## config.mk

```make
export PLATFORM = sky130hd
export DESIGN_NAME = bus_unpack
export DESIGN_NICKNAME = d
export VERILOG_FILES = /design/src/rtl/bus_unpack_pkg.sv /design/src/rtl/bus_unpack_counter.sv /design/src/rtl/bus_unpack.sv
export SDC_FILE = /design/constraint.sdc
export NUM_CORES = 1
export LEC_CHECK = 0
export CAP_MARGIN = 10
export CORE_ASPECT_RATIO = 0.75
export CORE_MARGIN = 2
export CORE_UTILIZATION = 40
export DETAILED_ROUTE_END_ITERATION = 7
export PLACE_DENSITY = 0.7
export SLEW_MARGIN = 30
export SYNTH_ARGS = -nofsm -noshare
export SYNTH_HDL_FRONTEND = slang
export SYNTH_SLANG_ARGS = --single-unit
```

## constraint.sdc

```tcl
create_clock -name i_clk -period 8.15 [get_ports i_clk]
set_input_delay 1.63 -clock i_clk [delete_from_list [all_inputs] [get_ports i_clk]]
set_output_delay 1.63 -clock i_clk [all_outputs]
set_load 0.1 [all_outputs]
```

## src/rtl/bus_unpack_pkg.sv

```systemverilog
// Shared constants for the word-bus reader: bus word width and the
// element-count-to-word-count helper width margin.
package bus_unpack_pkg;

   localparam int unsigned WordW      = 64;
   localparam int unsigned WordShift  = 6;
   // Extra product bits so numElems*W never overflows for W up to 64.
   localparam int unsigned MulMargin  = 7;

endpackage

```

## src/rtl/bus_unpack_counter.sv

```systemverilog
// Down-counter with immediate load: o_count shows the loaded value in the
// same cycle, o_count_q is the registered value only.
module bus_unpack_counter #(
   parameter int unsigned Width = 14
) (
   input  logic             i_clk,
   input  logic             i_rst,
   input  logic             i_load,
   input  logic [Width-1:0] i_load_val,
   input  logic             i_dec,
   input  logic             i_clr,
   output logic [Width-1:0] o_count,
   output logic [Width-1:0] o_count_q
);

   logic [Width-1:0] r_count;
   logic [Width-1:0] w_count;

   assign w_count   = i_load ? i_load_val : r_count;
   assign o_count   = w_count;
   assign o_count_q = r_count;

   always_ff @(posedge i_clk) begin
      if (i_rst || i_clr) begin
         r_count <= '0;
      end else begin
         r_count <= w_count - Width'(i_dec);
      end
   end

endmodule

```

## src/rtl/bus_unpack.sv

```systemverilog
// Reader end of the 64-bit word bus: unpacks continuously packed W-bit
// elements, LSB-first, from a stream of 64-bit words.
module bus_unpack
   import bus_unpack_pkg::*;
#(
   parameter int unsigned W         = 15,
   parameter int unsigned MAX_ELEMS = 10752
) (
   input  logic                               i_clk,
   input  logic                               i_rst,
   input  logic                               i_cmd_start,
   input  logic [$clog2(MAX_ELEMS+1)-1:0]     i_cmd_num_elems,
   output logic                               o_cmd_can_receive,
   input  logic [63:0]                        i_in,
   input  logic                               i_in_is_ready,
   output logic                               o_in_can_receive,
   output logic                               o_in_is_last,
   output logic [W-1:0]                       o_out,
   output logic                               o_out_is_ready,
   input  logic                               i_out_can_receive,
   output logic                               o_out_is_last
);

   localparam int unsigned CW = $clog2(MAX_ELEMS + 1);
   localparam int unsigned MW = CW + MulMargin;
   localparam int unsigned BW = WordW + W - 1;
   localparam int unsigned FW = $clog2(BW + 1);

   logic [BW-1:0] r_buf;
   logic [FW-1:0] r_fill;

   logic          w_start;
   logic [MW-1:0] w_prod;
   logic [CW-1:0] w_words_calc;
   logic [CW-1:0] w_elems;
   logic [CW-1:0] w_elems_q;
   logic [CW-1:0] w_words;
   logic [CW-1:0] w_words_q;
   logic          w_out_rdy;
   logic          w_in_xfer;
   logic          w_done;
   logic [FW-1:0] w_post_fill;
   logic [FW-1:0] w_fill_d;
   logic [BW-1:0] w_post_buf;
   logic [BW-1:0] w_ins;
   logic [BW-1:0] w_buf_d;

   assign o_cmd_can_receive = (w_elems_q == '0) && (w_words_q == '0);
   assign w_start           = i_cmd_start && o_cmd_can_receive && !i_rst;

   assign w_prod       = MW'(i_cmd_num_elems) * MW'(W);
   assign w_words_calc = CW'((w_prod + MW'(WordW - 1)) >> WordShift);

   bus_unpack_counter #(
      .Width (CW)
   ) u_elems (
      .i_clk      (i_clk),
      .i_rst      (i_rst),
      .i_load     (w_start),
      .i_load_val (i_cmd_num_elems),
      .i_dec      (w_out_rdy),
      .i_clr      (w_done),
      .o_count    (w_elems),
      .o_count_q  (w_elems_q)
   );

   bus_unpack_counter #(
      .Width (CW)
   ) u_words (
      .i_clk      (i_clk),
      .i_rst      (i_rst),
      .i_load     (w_start),
      .i_load_val (w_words_calc),
      .i_dec      (w_in_xfer),
      .i_clr      (w_done),
      .o_count    (w_words),
      .o_count_q  (w_words_q)
   );

   assign w_out_rdy = !i_rst && (w_elems != '0) && (r_fill >= FW'(W)) && i_out_can_receive;

   // A word may land in the same cycle an element leaves, so the insert
   // position is the fill level after this cycle's shift.
   assign w_post_fill      = r_fill - (w_out_rdy ? FW'(W) : '0);
   assign o_in_can_receive = !i_rst && (w_words != '0) && (w_post_fill < FW'(W));
   assign w_in_xfer        = i_in_is_ready && o_in_can_receive;

   assign w_post_buf = w_out_rdy ? (r_buf >> W) : r_buf;
   assign w_ins      = BW'(i_in) << w_post_fill;
   assign w_buf_d    = w_post_buf | (w_in_xfer ? w_ins : '0);
   assign w_fill_d   = w_post_fill + (w_in_xfer ? FW'(WordW) : '0);

   // Last element leaving (or nothing pending): drop pad bits and any words left.
   assign w_done = (w_elems == '0) || (w_out_rdy && (w_elems == CW'(1)));

   always_ff @(posedge i_clk) begin
      if (i_rst || w_done) begin
         r_buf  <= '0;
         r_fill <= '0;
      end else begin
         r_buf  <= w_buf_d;
         r_fill <= w_fill_d;
      end
   end

   assign o_out          = r_buf[W-1:0];
   assign o_out_is_ready = w_out_rdy;
   assign o_in_is_last   = o_in_can_receive && (w_words == CW'(1));
   assign o_out_is_last  = w_out_rdy && (w_elems == CW'(1));

endmodule
```

==> results.json <==
{
  "r2r_end": "u_words.o_count_q[13]",
  "cts-htree-levels": 4,
  "fin_crit_ps": 7930,
  "post_drt_wl_per_cell_um": 21.6,
  "finalNetCount": 1474,
  "nFillCells": 2698,
  "layout.cells.non_filler": 1720,
  "syn_nets": 1410,
  "gr-usage-all-layers_pct": 24.9,
  "die_h_um": 151,
  "antenna_found_initial": 0,
  "worstPathMaxFanout": 6,
  "hold_path_depth": 2,
  "via_per_inst": 6.07,
  "synthCells": 1258,
  "drv_cap": 0,
  "fp.dieW_um": 200,
  "slowest_stage": "or4_1",
  "hpwlAfterDp_um": 29100,
  "fmax_mhz": 126,
  "endpoint_kind": "output port",
  "grt_pass1_vias": 9604,
  "gp_congestion": 0.979,
  "report.final.slew_viol_count": 0,
  "multi_input_comb_area_mm2": 0.00876,
  "cts_tree": "done",
  "hold_end": "r_buf[70]",
  "synth.avg_cell_area_um2": 9.14,
  "grt_max_degree": 73,
  "drt_wl_total_um": 37200,
  "synth_seq_area_share_pct": 19.7,
  "path_clk_slew_ps": 60,
  "coreArea_mm2": 0.0281,
  "r2r_cells": 21,
  "cts.path.max_buffers": 2,
  "synthDistinctLibCells": 87,
  "via_count": 10400,
  "clkLatencyLatePin_ps": 430,
  "die_area_mm2": 0.0301,
  "hold_buffers": 0,
  "timing.hold.ws_ps": 454,
  "rsz0062_at_grt": "no",
  "yosys_warnings": 0,
  "dpl.cell_count": 1687,
  "drtPass1Iterations": 5,
  "root_buffer": "clkbuf_16",
  "synth-seq-cells": 113,
  "synthFlopType": "dfxtp_1",
  "skew_ps": 10.6,
  "ant_nets": 0,
  "async_flop_share_pct": 0,
  "crit_type": "primary input to output port",
  "overflow": 0,
  "initial_core_util_pct": 40.9,
  "worst-path-stages": 19,
  "layout.area.seq_mm2": 0.00226,
  "netlist.area_leader.share_pct": 19.7,
  "period_share_pct": 97.3,
  "status": "finished, final reports clean",
  "drc_errors": 0,
  "arrival_ps": 6300,
  "rows": 53,
  "yosys.area.top_type": "dfxtp_1",
  "drt_iter0_drc": 1015,
  "reg2reg_slack_ps": 1850,
  "antennaDiodeCount": 0,
  "setup_violations": 0,
  "synthTopCellsByArea": "dfxtp_1, mux2i_1, mux4_2, o22ai_2, ha_1",
  "min_from": "r_buf[70]",
  "worst_pin_slew_ps": 1020,
  "netlist_area_mm2": 0.0115,
  "start_kind": "primary input",
  "io-pin-count": 103,
  "grt_pass1_wl_um": 57200,
  "drive_above_1_share_pct": 19.6,
  "r2r-start": "u_words.o_count_q[2]",
  "synth_edf_count": 0,
  "cts_sinks": 113,
  "cp_top_family": "simple AND/OR/NAND/NOR gates",
  "crit_buf_inv": 4,
  "cpPeakStageDelay_ps": 530,
  "max_slew_margin_pct": 31.7,
  "portBuffers": 102,
  "areaGrowthSynthToFinish_pct": 18.7,
  "cp.required_ps": 6520,
  "hold_path.class": "flop to flop",
  "cts_made_buffers": 17,
  "path_cells": "clkdlybuf4s50_1 -> or3_1 -> or3_1 -> or4_1 -> a21oi_2 -> a211o_4 -> clkinvlp_4 -> ha_4 -> inv_1 -> fa_4 -> a21o_1 -> a21oi_2 -> xor2_4 -> a211oi_2 -> nand2_1 -> nor3_1 -> o21ai_1 -> nor4_4 -> buf_12",
  "finalHoldViolCount": 0
}
## logic make-up after synthesis
kind of cell	share of synthesized area, %
fa+ha+maj	9.07
mux	27.5
xor+xnor	1.90
simple gates	14.1
buf+inv	6.10
compound gates	21.6
flops	19.7
## worst reg2reg max path, cell delays in order (launching register included)
cell        delay [ps]
dfxtp_1            340
nor3_2             290
nand4_1            410
o41a_1             550
a211o_4            410
clkinvlp_4         100
ha_4               120
inv_1               40
fa_4               430
a21o_1             260
a2111oi_4          450
xor2_1             160
nor3_2             250
buf_4              260
nand3_1            180
nor2_1             210
ha_1               180
nor3b_1            250
o211ai_1           240
or4b_1             550
or4_1              410
a21oi_1            140
## routing by layer
layer,part of all wire (%),track usage (%),up-vias
li1,-,-,4882
met1,50,39.3,5072
met2,39,32.8,459
met3,9.9,7.33,28
met4,0.96,4.15,2
met5,0.16,1.52,-
## metrics by stage
| step | setup slack [ps] | instance area (um^2) | setup TNS (ps) | util, % |
|---|---|---|---|---|
| finish | 218 | 13700 | 0 | 48.5 |
| global route | 0.510 | 13700 | 0 | 48.5 |
| CTS | 92.5 | 13600 | 0 | 48.3 |
| detailed placement | 47.8 | 13000 | 0 | 46.2 |
| global placement | 209 | 13000 | 0 | 46.2 |
| floorplan | -105 | 11600 | -150 | - |
## area by class of cell
cell class              count  area share [%]
clock inverters            15            1.19
repair buffers            149            10.4
clock buffers              17            3.12
inverters                  35            1.01
flip-flops and latches    113            16.6
well taps                 385            3.53
multi-input cells        1006            64.1
## synthesized netlist by cell type, drive strengths merged (12+ instances only)
| cell | count |
|---|---|
| a21oi | 65 |
| a31oi | 12 |
| buf | 67 |
| clkbuf | 37 |
| dfxtp | 113 |
| fa | 24 |
| ha | 45 |
| inv | 35 |
| mux2 | 13 |
| mux2i | 178 |
| mux4 | 55 |
| nand2 | 146 |
| nand3 | 27 |
| nor2 | 84 |
| nor3 | 18 |
| o211ai | 16 |
| o21ai | 71 |
| o22ai | 70 |
| or3 | 15 |
| xnor2 | 15 |
## sequential cells by signal, indices dropped and copies added (netlist names)
| name | cells |
|---|---|
| u_words.o_count_q | 14 |
| r_buf | 78 |
| u_elems.o_count_q | 14 |
| r_fill | 7 |
## worst max path at each step
stage                                    from               endpoint
after global placement     i_cmd_num_elems[1]       o_in_can_receive
final                     i_cmd_num_elems[10]           o_in_is_last
after CTS                 i_cmd_num_elems[10]           o_in_is_last
after detailed placement   i_cmd_num_elems[1]  u_words.o_count_q[13]
after floorplan           i_cmd_num_elems[10]           o_in_is_last
after global routing       i_cmd_num_elems[9]           o_in_is_last
## layout by cell type, fill, tap and decap left out, drive strengths merged, types with 6 or more instances in the layout
cell / Yosys / final
mux2: 13 / 13
nor2: 84 / 84
mux2i: 178 / 178
clkbuf: 37 / 17
dfxtp: 113 / 113
o21ai: 71 / 71
ha: 45 / 45
nor3: 18 / 18
xnor2: 15 / 15
nand3: 27 / 27
o22ai: 70 / 70
a21oi: 65 / 65
or2: 6 / 6
clkdlybuf4s50: 0 / 97
mux4: 55 / 55
fa: 24 / 24
o22a: 11 / 11
inv: 35 / 44
o211ai: 16 / 16
buf: 67 / 51
or3: 15 / 15
a31oi: 12 / 12
nand2: 146 / 146
a211oi: 11 / 11
nor4: 11 / 11
xor2: 10 / 10
## repair_timing
action                                  CTS  global route
resized for setup                         0            10
setup buffers                             0             1
endpoints found under the setup margin    0             3
hold endpoints to repair                  0             0
Power is not shown: default switching activity piles up to over one toggle a cycle in this logic, so the estimate is an artifact.
